File: src/rtl/mux_scan_pkg.sv
// Shared definitions for the mux_scan block: FSM state encodings, default
// geometry and a clog2 helper that never returns less than one bit.
package mux_scan_pkg;

    typedef enum logic {
        ST_MANUAL = 1'b0,
        ST_SCAN   = 1'b1
    } state_t;

    localparam int DEF_N_CH   = 8;
    localparam int DEF_DATA_W = 1;
    localparam int DEF_DWELL  = 4;

    // Bits needed to count 0..value-1, with a floor of one bit so a
    // degenerate counter (value==1) still has a legal declaration.
    function automatic int clog2_min1(input int value);
        int w;
        w = 0;
        for (int k = 0; k < 31; k++) begin
            if ((1 << k) < value) begin
                w = k + 1;
            end
        end
        return (w < 1) ? 1 : w;
    endfunction

endpackage

File: src/rtl/mux_nw.sv
// Combinational N_CH:1 multiplexer of DATA_W-bit channels. An index that
// names no channel yields all zeros.
module mux_nw
    import mux_scan_pkg::*;
#(
    parameter int N_CH   = DEF_N_CH,
    parameter int DATA_W = DEF_DATA_W,
    parameter int SEL_W  = $clog2(DEF_N_CH)
) (
    input  logic [N_CH*DATA_W-1:0] data,
    input  logic [SEL_W-1:0]       sel,
    output logic [DATA_W-1:0]      y
);

    logic [DATA_W-1:0] chan [N_CH];

    genvar gi;
    generate
        for (gi = 0; gi < N_CH; gi++) begin : g_chan
            assign chan[gi] = data[gi*DATA_W +: DATA_W];
        end
    endgenerate

    // Explicit compare per channel so out-of-range indices fall through to zero.
    always_comb begin
        y = '0;
        for (int k = 0; k < N_CH; k++) begin
            if (sel == SEL_W'(k)) begin
                y = chan[k];
            end
        end
    end

endmodule

File: src/rtl/mux_scan.sv
// Registered N_CH:1 channel multiplexer with MANUAL (follow s) and SCAN
// (round-robin, DWELL cycles per channel) modes.
// Optional build macro MUX_SCAN_MASK_EN adds a per-channel enable mask that
// SCAN mode uses to skip disabled channels.
module mux_scan
    import mux_scan_pkg::*;
#(
    parameter int N_CH   = DEF_N_CH,
    parameter int DATA_W = DEF_DATA_W,
    parameter int SEL_W  = $clog2(N_CH),
    parameter int DWELL  = DEF_DWELL
) (
    input  logic                   clk,
    input  logic                   rst,
    input  logic [N_CH*DATA_W-1:0] i,
    input  logic [SEL_W-1:0]       s,
    input  logic                   mode,
    input  logic                   hold,
`ifdef MUX_SCAN_MASK_EN
    input  logic [N_CH-1:0]        ch_en,
`endif
    output logic [DATA_W-1:0]      o,
    output logic [SEL_W-1:0]       ch,
    output logic                   valid,
    output logic                   wrap
);

    localparam int             CNT_W    = clog2_min1(DWELL);
    localparam logic [CNT_W-1:0] CNT_LAST = CNT_W'(DWELL - 1);
    localparam logic [SEL_W-1:0] CH_LAST  = SEL_W'(N_CH - 1);

    state_t            state_reg;
    logic [CNT_W-1:0]  cnt_reg;
    logic [SEL_W-1:0]  ch_reg;
    logic [DATA_W-1:0] o_reg;
    logic              valid_reg;
    logic              wrap_reg;

    logic [SEL_W-1:0]  mux_sel;
    logic [DATA_W-1:0] mux_y;
    logic              s_in_range;
    logic [SEL_W-1:0]  next_ch;
    logic              next_wraps;
    logic              any_en;

    // In SCAN the mux reads the channel held during the previous cycle;
    // in MANUAL it reads the select input directly.
    assign mux_sel    = (state_reg == ST_SCAN) ? ch_reg : s;
    assign s_in_range = (int'(s) < N_CH);

    mux_nw #(
        .N_CH   (N_CH),
        .DATA_W (DATA_W),
        .SEL_W  (SEL_W)
    ) u_mux (
        .data (i),
        .sel  (mux_sel),
        .y    (mux_y)
    );

`ifdef MUX_SCAN_MASK_EN
    logic found;
    int   idx;

    // Search upward from ch+1 for the next enabled channel, wrapping once;
    // the advance wraps when the search passes index N_CH-1.
    always_comb begin
        next_ch    = ch_reg;
        next_wraps = 1'b0;
        found      = 1'b0;
        idx        = 0;
        for (int k = 1; k <= N_CH; k++) begin
            idx = int'(ch_reg) + k;
            if (idx >= N_CH) begin
                idx = idx - N_CH;
            end
            if (!found && ch_en[idx]) begin
                found      = 1'b1;
                next_ch    = SEL_W'(idx);
                next_wraps = (int'(ch_reg) + k >= N_CH);
            end
        end
    end

    assign any_en = |ch_en;
`else
    // Explicit compare against the last index so non-power-of-2 N_CH wraps.
    assign next_ch    = (ch_reg == CH_LAST) ? '0 : ch_reg + SEL_W'(1);
    assign next_wraps = (ch_reg == CH_LAST);
    assign any_en     = 1'b1;
`endif

    // Mode register, dwell counter, channel index and registered outputs.
    always_ff @(posedge clk) begin
        if (rst) begin
            state_reg <= ST_MANUAL;
            cnt_reg   <= '0;
            ch_reg    <= '0;
            o_reg     <= '0;
            valid_reg <= 1'b0;
            wrap_reg  <= 1'b0;
        end else begin
            state_reg <= mode ? ST_SCAN : ST_MANUAL;
            wrap_reg  <= 1'b0;
            if (state_reg == ST_MANUAL) begin
                cnt_reg <= '0;
                if (s_in_range) begin
                    ch_reg    <= s;
                    o_reg     <= mux_y;
                    valid_reg <= 1'b1;
                end else begin
                    o_reg     <= '0;
                    valid_reg <= 1'b0;
                end
            end else if (!any_en) begin
                // Nothing to scan: park on the current channel with no data.
                o_reg     <= '0;
                valid_reg <= 1'b0;
            end else begin
                o_reg     <= mux_y;
                valid_reg <= 1'b1;
                if (!hold) begin
                    if (cnt_reg == CNT_LAST) begin
                        cnt_reg  <= '0;
                        ch_reg   <= next_ch;
                        wrap_reg <= next_wraps;
                    end else begin
                        cnt_reg <= cnt_reg + CNT_W'(1);
                    end
                end
            end
        end
    end

    assign o     = o_reg;
    assign ch    = ch_reg;
    assign valid = valid_reg;
    assign wrap  = wrap_reg;

endmodule

File: config.mk
export PLATFORM = sky130hd
export DESIGN_NAME = mux_scan
export DESIGN_NICKNAME = d
export VERILOG_FILES = /design/src/rtl/mux_scan_pkg.sv /design/src/rtl/mux_nw.sv /design/src/rtl/mux_scan.sv
export SDC_FILE = /design/constraint.sdc
export NUM_CORES = 1
export LEC_CHECK = 0
export ABC_CLOCK_PERIOD_IN_PS = 2100
export CORE_AREA = 3 3 40 42
export DETAILED_ROUTE_END_ITERATION = 8
export DIE_AREA = 0 0 43 45
export DONT_BUFFER_PORTS = 1
export PLACE_DENSITY_LB_ADDON = 0.15
export SLEW_MARGIN = 20
export SYNTH_ARGS = -nofsm -noshare
export SYNTH_HDL_FRONTEND = slang
export SYNTH_SLANG_ARGS = --single-unit
File: constraint.sdc
create_clock -name clk -period 2.1 [get_ports clk]
set_input_delay 0.315 -clock clk [delete_from_list [all_inputs] [get_ports clk]]
set_output_delay 0.315 -clock clk [all_outputs]
set_load 0.005 [all_outputs]
### Word-level counts from Yosys, hierarchy flattened

Index checks and enable logic that the tools add are counted.

* input bits: 15
* register bits after elaboration: 9
* output and inout port bits: 6
* word-level logic and storage cells: 41

* add/sub/neg operators: 2
* bitwise gates (word level): 2
* reduce and logical (&&, ||, !) cells: 4
* mux-type cells: 16
* equal/unequal tests: 11

Operators with widths (count)
* 3-bit equality test (second input constant): 5
* 3-bit 2-to-1 mux: 5
* 1-bit 2-to-1 mux: 10
* 3-bit by 2-bit equality test with 1-bit output (second input constant): 2
* 4-bit OR reduction: 1
* 3-bit by 1-bit adder with 3-bit output (second input constant): 1
* 3-bit by 1-bit equality test with 1-bit output (second input constant): 1
* 3-bit logical NOT: 1
* 2-bit by 1-bit adder with 2-bit output (second input constant): 1
* 2-bit equality test (second input constant): 1
* 2-bit 2-to-1 mux: 1
* 2-bit by 1-bit inequality test with 1-bit output (second input constant): 1
* 2-bit inequality test (second input constant): 1
* 1-bit inverter: 2
* 2-bit AND reduction: 1
* 2-bit OR reduction: 1

### Logic depth before layout (Yosys ltp)

Gate-level depths: netlist of the first run.

* word-level depth: 10
* depth in mapped cells: 5
* depth with buffers taken out: 5

### Modules after synthesis

A second synthesis of the first run with hierarchy kept.

* cells, all modules: 43
* area, all modules: 493.0 µm²

Modules (own cells, without submodules)
* mux_scan: cells an instance 40, area an instance 429.2 µm², instances 1, seq. area each 180.2 µm²
* mux_nw: cells an instance 3, area an instance 63.8 µm², instances 1, seq. area each 0.0 µm²

### Worst setup path before layout of the first run

No wires, ideal clock.

* kind: register -> register
* from: reg state_reg
* to: reg o_reg, in the netlist o
* stages on the path, launching flop included: 6
* path buffers: 1
* slack: 0.561 ns
* clock period less this slack: 1.539 ns
* setup time: 0.114 ns
* arrival time: 1.425 ns
* cells stage by stage: dfxtp_1 buf_6 mux2i_1 mux4_1 mux2i_1 nor2_1

* word-level cells in the longest chain between the ends: 10
* elaborated cells on any way between the ends: 17

Ends and longest elaborated chain
* from (decl): RTL line mux_scan.sv:32 `state_t state_reg;`
* from (signal assigned): RTL line mux_scan.sv:103 `state_reg <= mode ? ST_SCAN : ST_MANUAL;`
* 3-bit 2-to-1 mux *: RTL line mux_scan.sv:48 `assign mux_sel = (state_reg == ST_SCAN) ? ch_reg : s;`
* 3-bit logical NOT: RTL line mux_nw.sv:28 `if (sel == SEL_W'(k)) begin`
* 1-bit 2-to-1 mux (7 in series): RTL line mux_nw.sv:28
* 1-bit 2-to-1 mux *: RTL line mux_nw.sv:28
* to (signal assigned): RTL line mux_scan.sv:109 `o_reg <= mux_y;`
* to (signal assigned): RTL line mux_scan.sv:120 `o_reg <= mux_y;`
* to (decl): RTL line mux_scan.sv:35 `logic [DATA_W-1:0] o_reg;`

Mark *: on every way between the ends. The rest lies on a longest branch, timed or not.
A chain may end at the register's enable or synchronous reset.

### Worst setup path in the final report of the first run

Same ends and word-level chain as after synthesis.

==> run_summary.xml, run 1 <==
<?xml version="1.0" encoding="UTF-8"?>
<metrics>
  <group name="floorplan">
    <metric name="design.die.area" unit="µm²">1935</metric>
    <metric name="pin_count" unit="">21</metric>
    <metric name="rows" unit="">13</metric>
    <metric name="initial_core_util" unit="%">34.86</metric>
    <metric name="core_area" unit="µm²">1285</metric>
    <metric name="die-height" unit="µm">45</metric>
    <metric name="die-width" unit="µm">43</metric>
  </group>
  <group name="worst_setup_path">
    <metric name="critical-path-slowest-cell" unit="">sky130_fd_sc_hd__mux4_1</metric>
    <metric name="critical-path-max-stage-delay" unit="ns">0.58</metric>
    <metric name="critical_path_cell_count" unit="">4</metric>
    <metric name="worst_ep_arrival_time" unit="ns">1.66</metric>
    <metric name="worst_r2r_startpoint" unit="">state_reg</metric>
    <metric name="worst-path-max-fanout" unit="">2</metric>
    <metric name="worst_ep_required" unit="ns">2.26</metric>
    <metric name="cpMostUsedCell" unit="">sky130_fd_sc_hd__mux2i_1</metric>
    <metric name="critPathLaunchType" unit="">flop</metric>
    <metric name="crit_start" unit="">state_reg</metric>
    <metric name="rr_worst_depth" unit="">4</metric>
    <metric name="worstPathCellList" unit="">mux2i_1, mux4_1, mux2i_1, nor2_1</metric>
    <metric name="critical_path.n_buffers_inverters" unit="">0</metric>
    <metric name="critical_path_class" unit="">reg2reg</metric>
    <metric name="regToRegSetupSlack" unit="ns">0.60</metric>
    <metric name="critical_path.reg2reg.endpoint" unit="">o</metric>
    <metric name="timing.critical_path.to_type" unit="">flop</metric>
    <metric name="endpoint" unit="">o</metric>
    <metric name="timing.critical_path.max_delay_family" unit="">multiplexers</metric>
  </group>
  <group name="clock_network">
    <metric name="clockBufferDepth" unit="">2</metric>
    <metric name="post-cts-setup-buffer-count" unit="">0</metric>
    <metric name="numCtsBuffers" unit="">3</metric>
    <metric name="clk-insertion-delay-late" unit="ns">0.26</metric>
    <metric name="ctsRootBufferMaster" unit="">sky130_fd_sc_hd__clkbuf_4</metric>
    <metric name="postCtsResizedCells" unit="">0</metric>
    <metric name="clock_tree_from_tritoncts" unit="">yes</metric>
    <metric name="path_clk_slew" unit="ns">0.06</metric>
    <metric name="htree_levels" unit="">1</metric>
    <metric name="hold_buffers" unit="">0</metric>
    <metric name="cts_sinks" unit="">9</metric>
  </group>
  <group name="synth">
    <metric name="synth_common_cells" unit="">9 x sky130_fd_sc_hd__dfxtp_1, 8 x sky130_fd_sc_hd__mux2i_1, 8 x sky130_fd_sc_hd__nor2_1</metric>
    <metric name="number_of_warnings_issued_by_yosys" unit="">0</metric>
    <metric name="ys_top_cells_by_area" unit="">sky130_fd_sc_hd__dfxtp_1 40%, sky130_fd_sc_hd__mux2i_1 18%, sky130_fd_sc_hd__mux4_1 12%</metric>
    <metric name="syn_inst" unit="">41</metric>
    <metric name="synth_top_cell_area_share" unit="%">40.22</metric>
    <metric name="yosys.cell_types.count" unit="">12</metric>
    <metric name="synth_fp_nets" unit="">59</metric>
    <metric name="synth-seq-cells" unit="">9</metric>
    <metric name="post_synth_instance_area" unit="µm²">447.9</metric>
    <metric name="proportion_of_synthesized_chip_area_in_sequential_cells" unit="%">40.22</metric>
    <metric name="yosys_most_used_dff" unit="">sky130_fd_sc_hd__dfxtp_1</metric>
    <metric name="yosysTopAreaCell" unit="">sky130_fd_sc_hd__dfxtp_1</metric>
    <metric name="postSynth.asyncResetShare" unit="%">0</metric>
    <metric name="synth_edf_count" unit="">0</metric>
    <metric name="syn_avg_cell_area" unit="µm²">10.93</metric>
    <metric name="yosys.cell_count.top_type" unit="">sky130_fd_sc_hd__dfxtp_1</metric>
  </group>
  <group name="cells_and_area">
    <metric name="seq_area" unit="µm²">180.2</metric>
    <metric name="flow.area_growth_from_synthesis" unit="%">9.218</metric>
    <metric name="multiInputGateArea" unit="µm²">252.7</metric>
    <metric name="finish.instance_area" unit="µm²">489.2</metric>
    <metric name="finalCoreUtilization" unit="%">38.07</metric>
    <metric name="insertedDiodeCount" unit="">0</metric>
    <metric name="design.final.nets" unit="">64</metric>
    <metric name="fillerInstances" unit="">137</metric>
    <metric name="fraction_of_final_layout_cells_with_drive_strength_greater_than_1" unit="%">8.889</metric>
    <metric name="largest_register_ff_count" unit="">3</metric>
  </group>
  <group name="global_route">
    <metric name="most_used_routing_layer_in_global_routing" unit="">met2</metric>
    <metric name="gr-usage-met1" unit="%">9.582</metric>
    <metric name="initial_antenna_violation_count" unit="">0</metric>
    <metric name="globalRoute.totalOverflow" unit="">0</metric>
    <metric name="grtUsageTotal" unit="%">9.472</metric>
    <metric name="pin_count_of_the_biggest_net_entering_global_routing" unit="">10</metric>
    <metric name="vias_in_the_first_global_route" unit="">322</metric>
    <metric name="grt_util_met3" unit="%">7.968</metric>
    <metric name="grt_pass1_wl" unit="µm">1297</metric>
    <metric name="groute.layer.met2.usage" unit="%">13.47</metric>
  </group>
  <group name="place">
    <metric name="port_buffers" unit="">0</metric>
    <metric name="finalWeightedCongestion" unit="">0.6676</metric>
    <metric name="post-dp-hpwl" unit="µm">710</metric>
    <metric name="placedInstanceArea" unit="µm²">462.9</metric>
  </group>
  <group name="timing">
    <metric name="slew_violations" unit="">0</metric>
    <metric name="slew-limit-headroom" unit="%">72.31</metric>
    <metric name="finalSetupViolations" unit="">0</metric>
    <metric name="finalHoldViolations" unit="">0</metric>
    <metric name="final.period_utilization" unit="%">71.31</metric>
    <metric name="post_route_setup_tns" unit="ns">0</metric>
    <metric name="fin_worst_skew" unit="ns">0.002210</metric>
    <metric name="setup_repair_after_global_routing_missed_its_margin" unit="">no</metric>
    <metric name="period_minus_slack" unit="ns">1.498</metric>
    <metric name="fmax" unit="MHz">667.8</metric>
    <metric name="tightestPinTransition" unit="ns">0.4144</metric>
  </group>
  <group name="drt">
    <metric name="detailroute.via_count" unit="">319</metric>
    <metric name="wl_per_cell" unit="µm">14.23</metric>
    <metric name="drt_wl_total" unit="µm">854</metric>
    <metric name="final_antenna_net_count" unit="">0</metric>
    <metric name="drt_pass1_iterations" unit="">2</metric>
    <metric name="drt_drc_violations_left" unit="">0</metric>
    <metric name="via_per_inst" unit="">5.317</metric>
    <metric name="detail_route.iter0.violations" unit="">2</metric>
  </group>
  <group name="status">
    <metric name="status" unit="">complete, no violations</metric>
  </group>
  <group name="run">
    <metric name="drv.max_cap_violation_count" unit="">0</metric>
  </group>
  <group name="power">
    <metric name="vdd_drop_max" unit="mV">0.1977</metric>
    <metric name="cellLeakagePower" unit="nW">0.2030</metric>
    <metric name="power.density_cell_area" unit="nW/µm²">738.4</metric>
  </group>
  <group name="min_path">
    <metric name="hold_path_class" unit="">in2reg</metric>
  </group>
</metrics>
area by class of cell:
class | count | share of cell area (%)
repair buffers | 1 | 1.535
clock buffers | 4 | 5.371
flip-flops and latches | 9 | 36.83
inverters | 1 | 0.7673
multi-input cells | 30 | 51.66
well taps | 15 | 3.836
where the power goes:
part | internal [mW] | switching [mW] | leakage [nW] | total [mW]
registers | 0.180 | 0.00855 | 0.0744 | 0.188
logic | 0.0215 | 0.0150 | 0.114 | 0.0366
clock network | 0.0734 | 0.0628 | 0.0150 | 0.136
total | 0.275 | 0.0864 | 0.203 | 0.361
layer usage:
metal  vias up  part of all wire (%)
met5         -                     0
li1        158                     -
met1       139                    39
met2        22                    47
met4         0                     0
met3         0                    14
logic make-up (layout without fill, tap and decap cells):
| group | Yosys count | in the layout | share of synthesized area (%) |
|---|---|---|---|
| AO/OA/AOI/OAI | 4 | 4 | 6.144 |
| adder cells (fa/ha/maj) | 3 | 3 | 8.381 |
| buffers and inverters | 2 | 6 | 3.351 |
| flip-flops | 9 | 9 | 40.22 |
| multiplexers | 10 | 10 | 29.61 |
| AND/OR/NAND/NOR | 13 | 13 | 12.29 |
placed cells by master (no fill, tap or decap):
cell	netlist	final
sky130_fd_sc_hd__nor3_1	1	1
sky130_fd_sc_hd__mux2i_1	8	8
sky130_fd_sc_hd__mux4_1	2	2
sky130_fd_sc_hd__ha_1	3	3
sky130_fd_sc_hd__buf_4	0	1
sky130_fd_sc_hd__nand2_1	2	2
sky130_fd_sc_hd__a211oi_1	3	3
sky130_fd_sc_hd__inv_1	1	1
sky130_fd_sc_hd__nor2_1	8	8
sky130_fd_sc_hd__clkbuf_1	0	1
sky130_fd_sc_hd__dfxtp_1	9	9
sky130_fd_sc_hd__nor2b_1	2	2
sky130_fd_sc_hd__clkbuf_4	0	3
sky130_fd_sc_hd__a21oi_1	1	1
metrics by stage:
stage               hold WS (ns)  std cells  setup WS (ns)  power, mW
global placement          0.3897         56         0.6333     0.2287
finish                    0.1156         60         0.6024     0.3612
CTS                       0.1050         60         0.5872     0.3680
detailed placement        0.3902         56         0.5883     0.2296
global route              0.1024         60         0.5073     0.3797
floorplan                 0.3866         41         0.5608     0.2234
worst min-delay path by stage:
stage                end  slack (ns)  start  depth (start not counted)
2_1_floorplan  state_reg        0.39    rst                          1
3_3_place_gp       ch[0]        0.39    rst                          1
3_5_place_dp           o        0.39    rst                          1
4_1_cts                o        0.10    rst                          1
5_1_grt            ch[0]        0.10    rst                          1
6_report               o        0.12    rst                          1
No activity file was read; power rests on OpenSTA's default activity.
==> run 2, diff against run 1 <==
--- a/config.mk
+++ b/config.mk
@@ -5,7 +5,7 @@
 export SDC_FILE = /design/constraint.sdc
 export NUM_CORES = 1
 export LEC_CHECK = 0
-export ABC_CLOCK_PERIOD_IN_PS = 2100
+export ABC_CLOCK_PERIOD_IN_PS = 1250
 export CORE_AREA = 3 3 40 42
 export DETAILED_ROUTE_END_ITERATION = 8
 export DIE_AREA = 0 0 43 45
==> constraint.sdc (replaced) <==
create_clock -name clk -period 1.25 [get_ports clk]
set_input_delay 0.1875 -clock clk [delete_from_list [all_inputs] [get_ports clk]]
set_output_delay 0.1875 -clock clk [all_outputs]
set_load 0.005 [all_outputs]
==> run 2 against run 1 <==
Against the previous run: the flow now finishes with violations (negative hold slack, negative setup slack); flip-flop and latch count stayed put; first-iteration DRC count unchanged; design area rose by 19%; final cell count grew 12%; fmax up 2.8%; worst setup slack lost 0.81 ns; clock skew about the same; sequential share of layout area decreased by 4.7 points; combinational power rose to 2.6 times the previous value; largest cell class unchanged; highest routed layer unchanged.
==> run_summary.xml, run 2 (synthesis gave the netlist of run 1 again) <==
<?xml version="1.0" encoding="UTF-8"?>
<metrics>
  <group name="status">
    <metric name="status" unit="">finished, violations left</metric>
    <metric name="failing_checks" unit="">negative hold slack, negative setup slack</metric>
  </group>
  <group name="cells_and_area">
    <metric name="fillerInstances" unit="">130</metric>
    <metric name="layout.cells.most_common_list" unit="">7 x sky130_fd_sc_hd__nor2_1, 7 x sky130_fd_sc_hd__mux2i_1, 7 x sky130_fd_sc_hd__dfxtp_1</metric>
    <metric name="design.final.nets" unit="">71</metric>
    <metric name="fraction_of_final_layout_cells_with_drive_strength_greater_than_1" unit="%">34.62</metric>
    <metric name="largest_register_ff_count" unit="">3</metric>
    <metric name="insertedDiodeCount" unit="">0</metric>
    <metric name="flow.area_growth_from_synthesis" unit="%">30.45</metric>
    <metric name="finalCoreUtilization" unit="%">45.47</metric>
  </group>
  <group name="worst_setup_path">
    <metric name="worstPathCellList" unit="">mux2i_4, mux4_2, mux2i_1, nor2_1</metric>
    <metric name="critical_path_cell_count" unit="">4</metric>
    <metric name="timing.critical_path.to_type" unit="">flop</metric>
    <metric name="worst_ep_arrival_time" unit="ns">1.61</metric>
    <metric name="worst-path-max-fanout" unit="">2</metric>
    <metric name="worst_r2r_startpoint" unit="">state_reg</metric>
    <metric name="critical_path_class" unit="">reg2reg</metric>
    <metric name="timing.critical_path.max_delay_family" unit="">multiplexers</metric>
    <metric name="critical_path.n_buffers_inverters" unit="">0</metric>
    <metric name="critical-path-max-stage-delay" unit="ns">0.52</metric>
    <metric name="critical_path.reg2reg.endpoint" unit="">o</metric>
    <metric name="critPathLaunchType" unit="">flop</metric>
    <metric name="rr_worst_depth" unit="">4</metric>
    <metric name="regToRegSetupSlack" unit="ns">-0.21</metric>
    <metric name="critical-path-slowest-cell" unit="">sky130_fd_sc_hd__mux4_2</metric>
    <metric name="worst_ep_required" unit="ns">1.41</metric>
  </group>
  <group name="clock_network">
    <metric name="cts_sinks" unit="">9</metric>
    <metric name="clk-insertion-delay-late" unit="ns">0.26</metric>
    <metric name="ctsRootBufferMaster" unit="">sky130_fd_sc_hd__clkbuf_4</metric>
    <metric name="hold_buffers" unit="">2</metric>
    <metric name="clockBufferDepth" unit="">2</metric>
    <metric name="numCtsBuffers" unit="">3</metric>
    <metric name="path_clk_slew" unit="ns">0.06</metric>
    <metric name="post-cts-setup-buffer-count" unit="">0</metric>
    <metric name="htree_levels" unit="">1</metric>
    <metric name="clock_tree_from_tritoncts" unit="">yes</metric>
  </group>
  <group name="timing">
    <metric name="period_minus_slack" unit="ns">1.457</metric>
    <metric name="finalHoldViolations" unit="">4</metric>
    <metric name="post_route_setup_tns" unit="ns">-0.2073</metric>
    <metric name="fmax" unit="MHz">686.2</metric>
    <metric name="slew_violations" unit="">0</metric>
    <metric name="final.period_utilization" unit="%">116.6</metric>
    <metric name="tightestPinTransition" unit="ns">0.2093</metric>
    <metric name="fin_worst_skew" unit="ns">0.002541</metric>
    <metric name="fin_ws" unit="ns">-0.2073</metric>
    <metric name="slew-limit-headroom" unit="%">85.65</metric>
    <metric name="hold-worst-slack" unit="ns">-0.01348</metric>
    <metric name="finalSetupViolations" unit="">1</metric>
    <metric name="setup_repair_after_global_routing_missed_its_margin" unit="">yes</metric>
  </group>
  <group name="power">
    <metric name="vdd_drop_max" unit="mV">0.5968</metric>
    <metric name="power.density_cell_area" unit="nW/µm²">1094</metric>
    <metric name="power.total" unit="µW">639.0</metric>
    <metric name="cellLeakagePower" unit="nW">0.2293</metric>
  </group>
  <group name="floorplan">
    <metric name="core_area" unit="µm²">1285</metric>
    <metric name="design.die.area" unit="µm²">1935</metric>
    <metric name="die-width" unit="µm">43</metric>
    <metric name="initial_core_util" unit="%">34.86</metric>
    <metric name="pin_count" unit="">21</metric>
    <metric name="rows" unit="">13</metric>
    <metric name="die-height" unit="µm">45</metric>
  </group>
  <group name="global_route">
    <metric name="grtUsageTotal" unit="%">10.82</metric>
    <metric name="initial_antenna_violation_count" unit="">0</metric>
    <metric name="vias_in_the_first_global_route" unit="">368</metric>
    <metric name="grt_pass1_wl" unit="µm">1566</metric>
    <metric name="globalRoute.totalOverflow" unit="">0</metric>
    <metric name="pin_count_of_the_biggest_net_entering_global_routing" unit="">9</metric>
  </group>
  <group name="min_path">
    <metric name="hold_end" unit="">ch[0]</metric>
    <metric name="timing.hold.worst_path_depth" unit="">1</metric>
    <metric name="worstHoldStart" unit="">rst</metric>
    <metric name="hold_path_class" unit="">in2reg</metric>
  </group>
  <group name="drt">
    <metric name="detail_route.iter0.violations" unit="">2</metric>
    <metric name="via_per_inst" unit="">5.224</metric>
    <metric name="detailroute.via_count" unit="">350</metric>
    <metric name="drt_wl_total" unit="µm">963</metric>
    <metric name="drt_drc_violations_left" unit="">0</metric>
    <metric name="drt_pass1_iterations" unit="">2</metric>
    <metric name="wl_per_cell" unit="µm">14.37</metric>
    <metric name="final_antenna_net_count" unit="">0</metric>
  </group>
  <group name="place">
    <metric name="finalWeightedCongestion" unit="">0.7274</metric>
    <metric name="post-dp-hpwl" unit="µm">784.3</metric>
    <metric name="port_buffers" unit="">0</metric>
  </group>
  <group name="run">
    <metric name="drv.max_cap_violation_count" unit="">0</metric>
  </group>
</metrics>
## run 2: cell types whose count changed in the layout (fill, tap and decap cells not counted), moves of 2 or more
cell / change
sky130_fd_sc_hd__buf_4: +5
sky130_fd_sc_hd__dfxtp_1: -2
sky130_fd_sc_hd__dfxtp_4: +2
sky130_fd_sc_hd__dlygate4sd3_1: +2
sky130_fd_sc_hd__ha_1: -2
sky130_fd_sc_hd__mux4_1: -2
sky130_fd_sc_hd__mux4_2: +2
## run 2: routing by layer
layer	vias up	global-route usage, %	wire length [µm]
li1	169	-	-
met4	0	1.807	0
met5	-	0	0
met3	0	7.968	117
met2	17	15.57	450
met1	164	13.30	395
## run 2: cell type report
cell class / count / area, µm² / share of cell area, %
timing repair buffer: 8 / 65.06 / 11.13
clock buffer: 4 / 26.28 / 4.497
tap: 15 / 18.77 / 3.212
inverter: 1 / 3.754 / 0.6424
sequential: 9 / 187.7 / 32.12
multi-input combinational: 30 / 282.8 / 48.39
## run 2: worst max-delay path by stage
stage	startpoint	to	slack, ns
final	state_reg	o	-0.21
after global placement	state_reg	o	-0.15
after global routing	state_reg	o	-0.26
after detailed placement	state_reg	o	-0.20
after floorplan	state_reg	o	-0.22
after CTS	state_reg	o	-0.21
## run 2: timing repair
| item | 4_1_cts | 5_1_grt |
|---|---|---|
| endpoints found under the setup margin | 4 | 4 |
| endpoints found under the hold margin | 6 | 4 |
| pin swaps | 1 | 2 |
| gates resized for setup | 2 | 7 |
## run 2: per-stage QoR
stage	instances	area, µm²	setup slack (ns)
2_1_floorplan	41	454.2	-0.2240
3_3_place_gp	61	506.7	-0.1476
3_5_place_dp	61	506.7	-0.1952
4_1_cts	67	556.8	-0.2131
5_1_grt	67	584.3	-0.2614
6_report	67	584.3	-0.2073
## run 2: power by group
group / switching, mW / total, mW / leakage [nW] / internal [mW]
Combinational: 0.0371 / 0.0961 / 0.139 / 0.0590
Sequential: 0.0138 / 0.315 / 0.0755 / 0.301
Clock: 0.105 / 0.228 / 0.0150 / 0.123
Total: 0.156 / 0.639 / 0.229 / 0.483
